### config.mk
export PLATFORM = sky130hd
export DESIGN_NAME = ifu_fetch_flat
export DESIGN_NICKNAME = d
export VERILOG_FILES = /design/src/rtl/ifu_fetch_if.sv /design/src/rtl/ifu_fetch.sv /design/src/flat_wrapper.sv
export SDC_FILE = /design/constraint.sdc
export NUM_CORES = 1
export LEC_CHECK = 0
export BUFFER_PORTS_ARGS = -buffer_cell sky130_fd_sc_hd__clkbuf_2
export CAP_MARGIN = 20
export CORE_ASPECT_RATIO = 1.5
export CORE_UTILIZATION = 50
export DETAILED_ROUTE_END_ITERATION = 16
export GPL_ROUTABILITY_DRIVEN = 0
export PLACE_DENSITY_LB_ADDON = 0.2
export SYNTH_ARGS = -nofsm -noshare
export SYNTH_HDL_FRONTEND = slang
export SYNTH_SLANG_ARGS = --single-unit
### constraint.sdc
create_clock -name clk -period 6.9 [get_ports clk]
set_input_delay 0.345 -clock clk [delete_from_list [all_inputs] [get_ports clk]]
set_output_delay 0.345 -clock clk [all_outputs]
set_load 0.01 [all_outputs]
### src/rtl/ifu_fetch_if.sv
// Fetch-stage bundle: redirect input, instruction-memory read channel, decode handshake and perf outputs.
// master = fetch stage, slave = surrounding core/memory.
interface ifu_fetch_if;
    logic        redirect_valid;
    logic [31:0] redirect_pc;

    logic        mem_arvalid;
    logic [31:0] mem_araddr;
    logic        mem_arready;
    logic        mem_rvalid;
    logic [31:0] mem_rdata;
    logic [1:0]  mem_rresp;
    logic        mem_rready;

    logic [31:0] inst;
    logic [31:0] pc;
    logic        fetch_fault;
    logic        IFU_valid;
    logic        IDU_ready;

    logic [31:0] perf_fetch_cnt;
    logic [31:0] perf_wait_cnt;

    modport master (
        input  redirect_valid, redirect_pc,
        input  mem_arready, mem_rvalid, mem_rdata, mem_rresp,
        input  IDU_ready,
        output mem_arvalid, mem_araddr, mem_rready,
        output inst, pc, fetch_fault, IFU_valid,
        output perf_fetch_cnt, perf_wait_cnt
    );

    modport slave (
        output redirect_valid, redirect_pc,
        output mem_arready, mem_rvalid, mem_rdata, mem_rresp,
        output IDU_ready,
        input  mem_arvalid, mem_araddr, mem_rready,
        input  inst, pc, fetch_fault, IFU_valid,
        input  perf_fetch_cnt, perf_wait_cnt
    );
endinterface

### src/rtl/ifu_fetch.sv
// Instruction fetch stage: owns the fetch PC, issues one read per instruction, hands words to decode.
// Optional performance counters are built when IFU_PERF_EN is defined; otherwise they read as 0.
module ifu_fetch #(
    parameter logic [31:0] RESET_PC = 32'h8000_0000
) (
    input  logic        clk,
    input  logic        rst,
    ifu_fetch_if.master bus
);
    localparam int unsigned XLEN = 32;
    localparam logic [XLEN-1:0] NOP_INST = XLEN'(32'h0000_0013);
    localparam logic [XLEN-1:0] PC_STEP  = XLEN'(4);

    typedef enum logic [1:0] {REQ, WAIT_R, HOLD} state_t;

    state_t          state_q, state_n;
    logic [XLEN-1:0] pc_q, pc_n;
    logic [XLEN-1:0] inst_q, inst_n;
    logic [XLEN-1:0] pend_q, pend_n;
    logic            fault_q, fault_n;
    logic            discard_q, discard_n;
    logic            arvalid_q, arvalid_n;
    logic            rready_q, rready_n;
    logic            valid_q, valid_n;

    logic            load_c;
    logic [XLEN-1:0] load_pc_c;
    logic            ifu_valid_c;

    // A redirect kills the held instruction in the same cycle so decode never sees it.
    assign ifu_valid_c = valid_q & ~bus.redirect_valid;

    assign bus.mem_arvalid = arvalid_q;
    assign bus.mem_araddr  = pc_q;
    assign bus.mem_rready  = rready_q;
    assign bus.inst        = inst_q;
    assign bus.pc          = pc_q;
    assign bus.fetch_fault = fault_q;
    assign bus.IFU_valid   = ifu_valid_c;

    always_ff @(posedge clk) begin
        if (rst) begin
            state_q   <= REQ;
            pc_q      <= RESET_PC;
            inst_q    <= '0;
            pend_q    <= '0;
            fault_q   <= 1'b0;
            discard_q <= 1'b0;
            arvalid_q <= 1'b0;
            rready_q  <= 1'b0;
            valid_q   <= 1'b0;
        end else begin
            state_q   <= state_n;
            pc_q      <= pc_n;
            inst_q    <= inst_n;
            pend_q    <= pend_n;
            fault_q   <= fault_n;
            discard_q <= discard_n;
            arvalid_q <= arvalid_n;
            rready_q  <= rready_n;
            valid_q   <= valid_n;
        end
    end

    always_comb begin
        state_n   = state_q;
        pc_n      = pc_q;
        inst_n    = inst_q;
        pend_n    = pend_q;
        fault_n   = fault_q;
        discard_n = discard_q;
        arvalid_n = arvalid_q;
        rready_n  = rready_q;
        valid_n   = valid_q;
        load_c    = 1'b0;
        load_pc_c = pc_q;

        case (state_q)
            REQ: begin
                if (!arvalid_q) begin
                    // First cycle out of reset: start fetching (or honour an early redirect).
                    load_c    = 1'b1;
                    load_pc_c = bus.redirect_valid ? bus.redirect_pc : pc_q;
                end else begin
                    if (bus.redirect_valid) begin
                        discard_n = 1'b1;
                        pend_n    = bus.redirect_pc;
                    end
                    if (bus.mem_arready) begin
                        state_n   = WAIT_R;
                        arvalid_n = 1'b0;
                        rready_n  = 1'b1;
                    end
                end
            end
            WAIT_R: begin
                if (bus.redirect_valid) begin
                    discard_n = 1'b1;
                    pend_n    = bus.redirect_pc;
                end
                if (bus.mem_rvalid) begin
                    rready_n = 1'b0;
                    if (discard_q || bus.redirect_valid) begin
                        discard_n = 1'b0;
                        load_c    = 1'b1;
                        load_pc_c = bus.redirect_valid ? bus.redirect_pc : pend_q;
                    end else begin
                        inst_n  = bus.mem_rdata;
                        fault_n = |bus.mem_rresp;
                        valid_n = 1'b1;
                        state_n = HOLD;
                    end
                end
            end
            HOLD: begin
                if (bus.redirect_valid) begin
                    load_c    = 1'b1;
                    load_pc_c = bus.redirect_pc;
                end else if (ifu_valid_c && bus.IDU_ready) begin
                    load_c    = 1'b1;
                    load_pc_c = pc_q + PC_STEP;
                end
            end
            default: begin
                state_n   = REQ;
                arvalid_n = 1'b0;
                rready_n  = 1'b0;
                valid_n   = 1'b0;
            end
        endcase

        // New PC: aligned targets fetch next cycle, misaligned ones fault without touching the bus.
        if (load_c) begin
            pc_n     = load_pc_c;
            rready_n = 1'b0;
            if (load_pc_c[1:0] != 2'b00) begin
                state_n   = HOLD;
                inst_n    = NOP_INST;
                fault_n   = 1'b1;
                valid_n   = 1'b1;
                arvalid_n = 1'b0;
            end else begin
                state_n   = REQ;
                valid_n   = 1'b0;
                arvalid_n = 1'b1;
            end
        end
    end

`ifdef IFU_PERF_EN
    logic [XLEN-1:0] fetch_cnt_q;
    logic [XLEN-1:0] wait_cnt_q;

    // Wait cycles are those with a bus transaction in flight (address or data phase).
    always_ff @(posedge clk) begin
        if (rst) begin
            fetch_cnt_q <= '0;
            wait_cnt_q  <= '0;
        end else begin
            if (ifu_valid_c && bus.IDU_ready) begin
                fetch_cnt_q <= fetch_cnt_q + XLEN'(1);
            end
            if ((state_q == REQ && arvalid_q) || state_q == WAIT_R) begin
                wait_cnt_q <= wait_cnt_q + XLEN'(1);
            end
        end
    end

    assign bus.perf_fetch_cnt = fetch_cnt_q;
    assign bus.perf_wait_cnt  = wait_cnt_q;
`else
    assign bus.perf_fetch_cnt = '0;
    assign bus.perf_wait_cnt  = '0;
`endif

endmodule

### src/flat_wrapper.sv
// flat-port wrapper written by rule: the top's interface ports become plain ports
module ifu_fetch_flat 
#(
    parameter logic [31:0] RESET_PC = 32'h8000_0000
)
  (clk, rst, bus_redirect_valid, bus_redirect_pc, bus_mem_arready, bus_mem_rvalid, bus_mem_rdata, bus_mem_rresp, bus_IDU_ready, bus_mem_arvalid, bus_mem_araddr, bus_mem_rready, bus_inst, bus_pc, bus_fetch_fault, bus_IFU_valid, bus_perf_fetch_cnt, bus_perf_wait_cnt);
  ifu_fetch_if bus_i ();
  input  logic clk;
  input  logic rst;
  input wire logic [$bits(bus_i.redirect_valid)-1:0] bus_redirect_valid;
  input wire logic [$bits(bus_i.redirect_pc)-1:0] bus_redirect_pc;
  input wire logic [$bits(bus_i.mem_arready)-1:0] bus_mem_arready;
  input wire logic [$bits(bus_i.mem_rvalid)-1:0] bus_mem_rvalid;
  input wire logic [$bits(bus_i.mem_rdata)-1:0] bus_mem_rdata;
  input wire logic [$bits(bus_i.mem_rresp)-1:0] bus_mem_rresp;
  input wire logic [$bits(bus_i.IDU_ready)-1:0] bus_IDU_ready;
  output wire logic [$bits(bus_i.mem_arvalid)-1:0] bus_mem_arvalid;
  output wire logic [$bits(bus_i.mem_araddr)-1:0] bus_mem_araddr;
  output wire logic [$bits(bus_i.mem_rready)-1:0] bus_mem_rready;
  output wire logic [$bits(bus_i.inst)-1:0] bus_inst;
  output wire logic [$bits(bus_i.pc)-1:0] bus_pc;
  output wire logic [$bits(bus_i.fetch_fault)-1:0] bus_fetch_fault;
  output wire logic [$bits(bus_i.IFU_valid)-1:0] bus_IFU_valid;
  output wire logic [$bits(bus_i.perf_fetch_cnt)-1:0] bus_perf_fetch_cnt;
  output wire logic [$bits(bus_i.perf_wait_cnt)-1:0] bus_perf_wait_cnt;
  assign bus_i.redirect_valid = bus_redirect_valid;
  assign bus_i.redirect_pc = bus_redirect_pc;
  assign bus_i.mem_arready = bus_mem_arready;
  assign bus_i.mem_rvalid = bus_mem_rvalid;
  assign bus_i.mem_rdata = bus_mem_rdata;
  assign bus_i.mem_rresp = bus_mem_rresp;
  assign bus_i.IDU_ready = bus_IDU_ready;
  assign bus_mem_arvalid = bus_i.mem_arvalid;
  assign bus_mem_araddr = bus_i.mem_araddr;
  assign bus_mem_rready = bus_i.mem_rready;
  assign bus_inst = bus_i.inst;
  assign bus_pc = bus_i.pc;
  assign bus_fetch_fault = bus_i.fetch_fault;
  assign bus_IFU_valid = bus_i.IFU_valid;
  assign bus_perf_fetch_cnt = bus_i.perf_fetch_cnt;
  assign bus_perf_wait_cnt = bus_i.perf_wait_cnt;
  ifu_fetch #(.RESET_PC(RESET_PC)) u_core (.clk(clk), .rst(rst), .bus(bus_i));
endmodule
# Yosys cells after proc, flatten, opt, wreduce, memory -nomap -nowiden
# Cells that the tools add are included.
dict set report op_classes {
  n_addsub 1
  eq_ne 16
  n_mux 52
  n_bitwise 3
  n_reduce_logical 15
}
# operator count
set ops {}
lappend ops {{$mux 32} 13}
lappend ops {{$pmux 32 s3} 1}
lappend ops {{$pmux 32 s2} 1}
lappend ops {{$add 32x3->32 const B} 1}
lappend ops {{$mux 1} 25}
lappend ops {{$mux 2} 6}
lappend ops {{$ne 3x2->1 const B} 4}
lappend ops {{$ne 2x1->1 const B} 5}
lappend ops {{$ne 2x2->1 const B} 4}
lappend ops {{$reduce_or 2->1} 4}
lappend ops {{$reduce_and 7->1} 1}
lappend ops {{$pmux 1 s2} 3}
lappend ops {{$pmux 1 s3} 2}
lappend ops {{$pmux 2 s3} 1}
lappend ops {{$reduce_and 5->1} 1}
lappend ops {{$reduce_and 4->1} 1}
lappend ops {{$reduce_bool 2->1} 2}
lappend ops {{$ne 3x1->1 const B} 1}
lappend ops {{$reduce_and 3->1} 1}
lappend ops {{$reduce_bool 3->1} 1}
lappend ops {{$eq 2x1->1 const B} 1}
lappend ops {{$eq 2x2->1 const B} 1}
lappend ops {{$logic_not 2->1} 1}
lappend ops {{$not 1->1} 2}
lappend ops {{other kinds (4)} 4}
dict set report word_totals {
  regBits 103
  out_inout_bits 164
  elab_cells 97
}

# Depth between registers and ports, before layout
# Gate-level depths: netlist of run 1.
dict set report depth {
  ltp_word 9
  ltp_mapped 10
  mapped_depth_nobuf 7
}

# Worst setup path after synthesis of run 1
# No wires, ideal clock.
dict set report synth_path {
  path_type {reg2reg}
  from {reg u_core.state_q[0]}
  to {reg u_core.pc_q[10], in the netlist u_core.bus.mem_araddr[10]}
  setup_ns 0.130
  t_arrival_ns 2.163
  slack_ns 4.606
  path_stages_with_launch 10
  path_cell_list {dfxtp_1 > inv_1 > ha_1 > buf_2 > a221o_2 > or3b_1 > buf_6 > buf_8 > o311ai_1 > o31ai_1}
}
dict set report synth_via {
  elab_chain_len 3
  elab_cells_between_ends 12
}
# element line_no
set synth_lines {}
lappend synth_lines {{start, declared} ifu_fetch.sv:16} ;# state_t state_q, state_n;
lappend synth_lines {{start signal, assigned} ifu_fetch.sv:53} ;# state_q <= state_n;
lappend synth_lines {{$eq 2x2->1 (tied with other cells)} ifu_fetch.sv:78} ;# case (state_q)
lappend synth_lines {{$pmux 1 s3 (tied with other cells)} ifu_fetch.sv:78}
lappend synth_lines {{$reduce_and 7->1 (no line)} n/a}
lappend synth_lines {{end signal, assigned} ifu_fetch.sv:54} ;# pc_q <= pc_n;
lappend synth_lines {{end, declared} ifu_fetch.sv:17} ;# logic [XLEN-1:0] pc_q, pc_n;
# Several ways; a longest one is shown, not always the timed one.
# A chain may end at the register's enable or synchronous reset.

# Worst setup path in the final report of run 1
dict set report layout_path {
  from {reg u_core.state_q[0]}
  to {reg u_core.pc_q[16], in the netlist u_core.bus.mem_araddr[16]}
}
# Same word-level chain as after synthesis.

==> impl_results.md, run 1 <==
- Status: complete, no violations
- Crit share post-route: 0.426
- Clock Tree Root: clkbuf_16
- Final WS setup: between 3 and 4 ns
- Final Hold Vio Count: 0
- Vias post-DR: between 5000 and 6000
- P per Cell Area: approximately 330 mW/mm2
- Final antenna-violating net count: 0
- Row cnt: 48
- CTS HTree Levels: 3
- 1st-iter DRT viols: 477
- Adder-cell share of the synthesized area: 0.0127
- Static Leak: about 2.7 nW
- CP Class: flip-flop to flip-flop
- CTS tree: done
- CTS Buf Count: 9
- CTS Buffer Depth: 2
- Compound-cell area share of the yosys netlist: 0.227
- Largest family of logic cells by synthesized area: compound AO/OA/AOI/OAI gates
- Total wire length: 16.3 mm
- Clock sink count: 103
- Post-CTS setup buffers: 0
- WP data required: 7.08 ns
- CP Launch Type: flip-flop
- Die Span X: 90.8 um
- Post-synthesis mux area share: 0.0595
- Core area: 0.0115 mm2
- Initial core utilization: 0.512
- Most frequent cells in the layout: clkbuf_2, dfxtp_1, nand2_1
- Hold WC Path Type: input pin to flip-flop
- Number of flops mapped to enable cells by yosys: 0
- Synthesis warning total: 0
- Post-DR vias/cell: 5.76
- Initial antenna violation count: 0
- Crit path max fanout: 29
- Worst Tran Pin Value: 1.06 ns
- RSZ-0062 raised after global routing: false
- # setup viols final: 0
- Post-Synth XOR/XNOR Area: 0.00148
- Fill cells: 1089
- Rel. slew slack: 0.294
- Dpl hpwl: between 10 and 15 mm
- Clock Latency Late Sink: 0.35 ns
- Residual DRC count: 0
- Part of the Yosys area used for sequential elements: 0.349
- Ant. Diodes: 0
- Slew Limit Fails: 0
- Most common cell after layout, fill and taps aside: clkbuf_2
- Fin crit period: 2.94 ns
- Overflow after GRT: 0
- Avg WL per Cell: 16.5 um
- Synth Area in Simple Gates: 0.179
- Post-Place Worst Slack: a little under 4 ns
- Yosys reg bits: 103
- Pre-antenna DRT Iters: 7
- Critical path arrival: between 3 and 4 ns
- Port Buffers: 171
- Synthesis-to-finish area growth: 13.2%
- Setup crit end kind: flip-flop
- Gr usage total: 0.257
- Post-Synthesis Cells: 725
- Main synth FF type: dfxtp_1
- Peak supply drop: 244 uV
- Die area: 0.0123 mm2
- Largest net degree at the start of global routing: 74
- Num ports: ~240
- Post-synth cell types: 67
- First-pass GRT wire length: 25.5 mm
- Synthesized area: 0.00591 mm2
- Die Ht: 135 um
- Setup_tns: 0 ns
- Async SR Flop Fraction: 0
- Clk slew on worst S/H paths: 0.08 ns
- Share of layout cells above drive strength 1: 0.253
- FMAX: ~340 MHz
- Final clock skew: 0.0123 ns
- Vias in the first global route: 5006
- Hold buffer count at CTS: 0
- Post_cts resized: 0
- Avg Cell Area, Syn: ~8.2 um2
- Max-Cap Viols: 0
- Fin nets: ~900
==> final timing paths <==
| kind | end | slack, ns | depth (start not counted) | from |
|---|---|---|---|---|
| worst max-delay path | u_core.bus.mem_araddr[16] | 3.96 | 6 | u_core.state_q[0] |
| worst min-delay path | u_core.pend_q[21] | 0.22 | 3 | bus_redirect_pc[21] |
| worst max register to register | u_core.bus.mem_araddr[16] | 3.96 | 6 | u_core.state_q[0] |
| worst min register to register | u_core.pend_q[19] | 0.46 | 2 | u_core.pend_q[19] |
==> critical path, cell delays in order, from the launching register on <==
cell and delay, ns:
dfxtp_1 0.41, ha_1 0.32, nand2_1 0.24, o221ai_1 0.34, nand2_1 0.68, nor2_1 0.61, a221oi_1 0.17
==> cell usage after synthesis, types with 8 or more instances <==
cell type | instances | area (um2)
dfxtp_1 | 103 | 2060
buf_4 | 96 | 721
nand2_1 | 95 | 357
a21oi_1 | 63 | 315
nor2_1 | 57 | 214
mux2i_1 | 34 | 340
clkbuf_1 | 30 | 113
o31ai_1 | 17 | 128
a22o_1 | 15 | 131
nor3_1 | 14 | 70.1
buf_2 | 13 | 65.1
a211oi_1 | 12 | 90.1
a31oi_1 | 12 | 75.1
inv_1 | 12 | 45.0
nand4_1 | 11 | 68.8
nand3_1 | 9 | 45.0
nor4_1 | 8 | 50.1
o32ai_1 | 8 | 70.1
==> registers in the layout, indices dropped and copies added (netlist names) <==
signal	count
u_core.bus.fetch_fault	1
u_core.bus.inst	32
u_core.bus.mem_araddr	32
u_core.bus.mem_arvalid	1
u_core.bus.mem_rready	1
u_core.discard_q	1
u_core.pend_q	32
u_core.state_q	2
u_core.valid_q	1
==> per-stage QoR <==
stage	instances	power (mW)	util	instance area, um2	hold WS, ns
2_1_floorplan	788	1.49	-	6150	0.436
3_3_place_gp	969	1.66	0.547	6310	0.441
3_5_place_dp	970	1.70	0.549	6340	0.446
4_1_cts	986	2.20	0.575	6630	0.222
5_1_grt	988	2.36	0.580	6690	0.231
6_report	988	2.23	0.580	6690	0.224
==> logic make-up after synthesis <==
| kind of cell | count (synthesis) |
|---|---|
| adders and majority gates | 6 |
| AOI/OAI and AO/OA | 190 |
| muxes | 35 |
| other | 1 |
| DFF | 103 |
| and+or+nand+nor | 228 |
| buffers and inverters | 161 |
| xor gates and xnor gates | 1 |
==> metal layers <==
layer | global-route usage | vias up | routed length (um)
met5 | 0 | - | 0
met4 | 0.0986 | 0 | 344
met3 | 0.0421 | 30 | 1350
met2 | 0.455 | 362 | 8320
met1 | 0.310 | 2634 | 6260
li1 | - | 2668 | -
==> power by group <==
| part | internal [mW] | leakage, nW | switching (mW) |
|---|---|---|---|
| Sequential | 0.690 | 0.836 | 0.115 |
| Clock | 0.257 | 0.144 | 0.254 |
| Combinational | 0.331 | 1.76 | 0.582 |
==> cell type report <==
type,instances,area (um2),area share
inverters,13,48.8,0.00730
clock inverters,7,72.6,0.0108
clock buffers,9,225,0.0337
repair buffers,182,998,0.149
flip-flops and latches,103,2060,0.308
multi-input cells,524,3090,0.463
well taps,150,188,0.0281
No activity file was read; power rests on OpenSTA's default activity.
==> run 2, diff against run 1 <==
- ABC_AREA: default -> 1
- CORE_UTILIZATION: 50 -> 46
- clock period: 6.9 -> 2.6 ns (I/O delays scaled with it)
==> run 2 against run 1 <==
- die area increased by 19%
- cell count grew 23%
- area after synthesis increased by 10%
- critical path depth grew 5
- non-clock buffer count increased by 2
- global-route usage down 2.6 points
- worst setup slack worse by 3.6 ns
- sequential power increased to 3.3 times the previous value
- synthesized cell count grew 28%
- combinational power grew to 3.5 times the previous value
- maximum frequency increased by 29%
- largest cell class unchanged
- highest routed layer unchanged
==> impl_results.md, run 2 <==
- Status: complete, no violations
- Overflow after GRT: 0
- Hold path startpoint: bus_mem_rdata[25]
- # setup viols final: 0
- CP Launch Point: u_core.state_q[0]
- Worst Tran Pin Value: 0.593 ns
- Dpl hpwl: 12.6 mm
- Reg2Reg Depth: 11
- Crit path max fanout: 23
- Part of the Yosys area used for sequential elements: 0.317
- Vias in the first global route: 5523
- Die Span X: 99.0 um
- Clock Tree Root: clkbuf_16
- Synthesis-to-finish area growth: 11.9%
- Synthesized area: 0.00650 mm2
- Num ports: 236
- Setup crit end kind: flip-flop
- Final instance area: 0.00727 mm2
- Placed cell count: 1200
- Flop2flop setup slack: 0.32 ns
- Pre-antenna DRT Iters: 5
- Die area: 0.0146 mm2
- Gr usage total: 0.231
- Yosys reg bits: 103
- Initial core utilization: 0.476
- Hold Path Depth: 3
- Static Leak: 3.34 nW
- Number of flops mapped to enable cells by yosys: 0
- CP top delay family: simple AND/OR/NAND/NOR gates
- Avg Cell Area, Syn: ~7.0 um2
- Worst hold margin: 0.0408 ns
- Rel. slew slack: 0.605
- Ant. Diodes: 0
- Die Ht: 148 um
- Crit-path cells: inv_1, ha_1, inv_2, nor2_4, o21ai_0, nand3_2, nor2_8, buf_4, nand2_1, a21oi_1, nor2_1
- Non-filler instance count after layout: 1216
- Synth cell count leaders: nand2_1, dfxtp_1, buf_4, nor2_1, o21ai_0
- 1st-iter DRT viols: 350
- WP data required: 2.84 ns
- CTS Buffer Depth: 2
- Critical path arrival: 2.52 ns
- Critical Path Max Stage Delay: 0.40 ns
- Final antenna-violating net count: 0
- Reg-to-reg endpoint: u_core.bus.mem_araddr[18]
- Port Buffers: 171
- Synthesis warning total: 0
- Share of layout cells above drive strength 1: 0.248
- Crit share post-route: 0.876
- CTS HTree Levels: 3
- Hold endpoint: u_core.bus.inst[25]
- Max-Cap Viols: 0
- Vias post-DR: 6170
- Async SR Flop Fraction: 0
- Fin nets: 1127
- Fin crit period: 2.28 ns
- Most common cell after layout, fill and taps aside: nand2_1
- Final Hold Vio Count: 0
- Initial antenna violation count: 0
- Row cnt: 52
- Core area: around 0.014 mm2
- Residual DRC count: 0
- FMAX: between 400 and 500 MHz
- Highest-delay cell along the critical path: dfxtp_1
- P per Cell Area: 987 mW/mm2
- Avg WL per Cell: between 10 and 15 um
- Most frequent cells in the layout: nand2_1, clkbuf_2, dfxtp_1
- Area leader, netlist: dfxtp_1
- Clock Latency Late Sink: 0.35 ns
- Placed Area: between 0.006 and 0.007 mm2
- CTS Buf Count: 9
- Cell with the most instances after synthesis: nand2_1
- Hold buffer count at CTS: 0
- Setup_tns: 0 ns
- Slew Limit Fails: 0
- Final clock skew: 0.00933 ns
- Clk slew on worst S/H paths: ~0.080 ns
- Main synth FF type: dfxtp_1
- R2R Path Start: u_core.state_q[0]
- CTS tree: done
- CP Buf/Inv Count: 3
- Post-DR vias/cell: 5.07
- RSZ-0062 raised after global routing: false
- First-pass GRT wire length: 26.7 mm
- Largest net degree at the start of global routing: 63
- CP Class: flip-flop to flip-flop
- Clock sink count: 103
- Peak supply drop: 488 uV
- Post-synth cell types: 41
- Post-Synthesis Cells: 928
- Post_cts resized: 0
- Largest cells by area after synthesis: dfxtp_1, nand2_1, buf_4
- Hold WC Path Type: input pin to flip-flop
- CP Launch Type: flip-flop
- Post-synth top area share: 0.317
- Post-CTS setup buffers: 0
- Total wire length: around 17 mm
==> run 2: cell count changes in the layout (fill, tap and decap cells not counted), moves of 18 or more <==
| cell | delta |
|---|---|
| o21ai_1 | +28 |
| nand3_1 | +25 |
| a31oi_1 | +24 |
| inv_1 | +33 |
| o21ai_0 | +66 |
| nor2_1 | +29 |
| nor2_2 | +32 |
| nand2_1 | +113 |
| a21oi_1 | -18 |
==> run 2: kinds of logic after synthesis <==
family / share of synthesized area
compound gates: 0.165
buf+inv: 0.177
simple gates: 0.271
xor+xnor: 0.00809
fa+ha+maj: 0.0116
flops: 0.317
other cells: 0.000577
mux: 0.0493
==> run 2: worst min-delay path, stage by stage <==
cell      delay, ns
clkbuf_2       0.07
mux2i_1        0.07
nor2_2         0.09
==> run 2: per-stage QoR <==
step	setup slack [ns]	utilization	power [mW]
2_1_floorplan	0.804	-	5.18
3_3_place_gp	0.359	0.511	5.82
3_5_place_dp	0.332	0.511	5.87
4_1_cts	0.317	0.532	7.23
5_1_grt	0.0944	0.532	7.77
6_report	0.324	0.532	7.17
==> run 2: power breakdown <==
group	internal [mW]	switching, mW
Clock	0.671	0.661
Sequential	2.08	0.543
Combinational	1.16	2.06
==> run 2: area by class of cell <==
class	count	area [um2]
inverter	53	201
timing repair buffer	184	978
sequential	103	2060
fill	1444	6390
tap	162	203
multi-input combinational	698	3530
clock inverter	7	66.3
clock buffer	9	225
==> run 2: layer usage <==
layer,track usage,up-vias,share of wire
met5,0,-,0
met4,0.114,0,0.039
met3,0.0426,35,0.053
met2,0.391,228,0.49
met1,0.278,2760,0.41
li1,-,3147,-
==> run 2: worst max-delay path by stage <==
stage,end,slack [ns],cells after the start
6_report,u_core.bus.mem_araddr[18],0.32,11
2_1_floorplan,u_core.bus.inst[10],0.80,15
4_1_cts,u_core.bus.mem_araddr[21],0.32,10
3_3_place_gp,u_core.bus.mem_araddr[30],0.36,10
3_5_place_dp,u_core.bus.mem_araddr[21],0.33,10
5_1_grt,u_core.bus.mem_araddr[21],0.09,10
==> run 3, diff against run 2 <==
- ABC_AREA: 1 -> default
- CORE_UTILIZATION: 46 -> 45
==> run 3 against run 2 <==
- register-to-register slack got worse by 0.20 ns
- largest cell class unchanged
- combinational power decreased by 21%
- critical path depth decreased by 3
- sequential share of layout area increased by 2.0 points
- cell count decreased by 17%
- sequential power decreased by 19%
- total power decreased by 17%
- hold slack got worse by 0.032 ns
- clock power about the same
==> impl_results.md, run 3 (synthesis results as in run 1) <==
- Fill cells: 1229
- M1 GR Usage: 0.290
- Crit-path cells: inv_1, ha_2, nor2b_1, a221o_2, or3b_1, buf_4, o311ai_0, o31ai_1
- Gr usage total: 0.252
- Vias post-DR: 5656
- Final Hold Vio Count: 0
- Most common cell after layout, fill and taps aside: clkbuf_2
- Clk slew on worst S/H paths: 0.08 ns
- First-pass GRT wire length: 26.6 mm
- Status: complete, no violations
- Post-CTS setup buffers: 0
- Non-filler instance count after layout: 1010
- Synthesis-to-finish area growth: 14.8%
- Pre-antenna DRT Iters: 8
- Clock Tree Root: clkbuf_16
- Highest-delay cell along the critical path: dfxtp_1
- Final antenna-violating net count: 0
- Clock Latency Late Sink: between 0.3 and 0.4 ns
- Met3 Use GR: 0.0481
- Setup crit end kind: flip-flop
- Largest net degree at the start of global routing: 42
- CTS Buffer Depth: 2
- Overflow after GRT: 0
- Die Ht: 142 um
- Total wire length: 17.0 mm
- P per Cell Area: between 800 and 900 mW/mm2
- Layout Utilization: 0.537
- Worst Tran Pin Value: 0.762 ns
- CTS tree: done
- WP data required: 2.82 ns
- Slew Limit Fails: 0
- GR peak layer: met2
- Met2 GRT Util: 0.441
- Fin nets: 927
- CP Launch Type: flip-flop
- Residual DRC count: 0
- Hold buffer count at CTS: 0
- Port Buffers: 171
- CTS Buf Count: 9
- 1st-iter DRT viols: 364
- Ant. Diodes: 0
- Row cnt: 50
- Dpl hpwl: between 10 and 15 mm
- Post-Place Worst Slack: roughly 0.095 ns
- Most frequent cells in the layout: clkbuf_2, dfxtp_1, nand2_1
- Share of layout cells above drive strength 1: 0.269
- Initial core utilization: 0.468
- Initial antenna violation count: 0
- Fin crit period: approximately 2.5 ns
- Max-Cap Viols: 0
- Peak supply drop: 577 uV
- Die Span X: 95.6 um
- # setup viols final: 0
- Post-DR vias/cell: 5.60
- Core area: about 0.013 mm2
- Final WS setup: about 0.13 ns
- CTS HTree Levels: 3
- Num ports: 236
- Critical Path Max Stage Delay: 0.40 ns
- Static Leak: about 2.8 nW
- Crit path max fanout: 25
- Vias in the first global route: about 5300
- Final clock skew: 0.00992 ns
- Avg WL per Cell: 16.8 um
- Critical path arrival: 2.69 ns
- Clock sink count: 103
- Crit share post-route: 0.951
- Rel. slew slack: 0.489
- Die area: 0.0136 mm2
- FMAX: 404 MHz
- RSZ-0062 raised after global routing: false
- Hold WC Path Type: input pin to flip-flop
- CP Class: flip-flop to flip-flop
- Placed cell count: 994
- Setup_tns: 0 ns
## run 3: cell count changes in the layout (fill, tap and decap cells not counted), moves of 15 or more
cell     delta
nand2_1   -113
o21ai_0    -66
inv_1      -33
nor2_2     -32
nor2_1     -29
o21ai_1    -28
nand3_1    -25
a31oi_1    -24
a21oi_1    +18
o31ai_1    +17
a22o_1     +15
## run 3: final timing paths
kind,slack (ns),cells past startpoint,to,start
max,0.13,8,u_core.bus.mem_araddr[9],u_core.state_q[1]
min,0.008,3,u_core.pend_q[15],bus_redirect_pc[15]
max reg2reg,0.13,8,u_core.bus.mem_araddr[9],u_core.state_q[1]
min reg2reg,0.45,2,u_core.pend_q[27],u_core.pend_q[27]
## run 3: metrics by stage
step           total power, mW  hold WS [ns]  instance area [um2]
6_report                  5.98       0.00829                 6780
4_1_cts                   5.97       0.00273                 6780
3_3_place_gp              4.60         0.365                 6500
5_1_grt                   6.32        0.0130                 6780
2_1_floorplan             3.96         0.266                 6150
3_5_place_dp              4.66         0.373                 6500
## run 3: layer usage
metal	part of all wire	up-vias
met5	0	-
met1	0.38	2609
met4	0.030	0
met2	0.51	312
li1	-	2693
met3	0.079	42
## run 3: what timing repair did
item                       4_1_cts  5_1_grt
resized for setup                0        4
hold endpoints to repair         0        0
setup endpoints to repair        0        9
## run 3: worst max-delay path: cells and delay by family, from the launching register on
kind,cells,cell delay [ns]
AO/OA/AOI/OAI,3,0.83
adder cells (fa/ha/maj),1,0.23
flip-flops,1,0.40
AND/OR/NAND/NOR,2,0.54
buffers and inverters,2,0.35
## run 3: report_power, final
part           internal (mW)  switching (mW)  total [mW]  leakage [nW]
logic                  0.951            1.59        2.54          1.83
registers               1.83           0.296        2.13         0.836
clock network          0.661           0.650        1.31         0.136
## run 3: layout make-up
| class | instances | area, um2 | share of cell area |
|---|---|---|---|
| tap | 156 | 195 | 0.0288 |
| multi-input combinational | 524 | 3100 | 0.457 |
| clock inverter | 7 | 56.3 | 0.00830 |
| timing repair buffer | 198 | 1100 | 0.162 |
| sequential | 103 | 2060 | 0.304 |
| inverter | 13 | 48.8 | 0.00719 |
| clock buffer | 9 | 225 | 0.0332 |
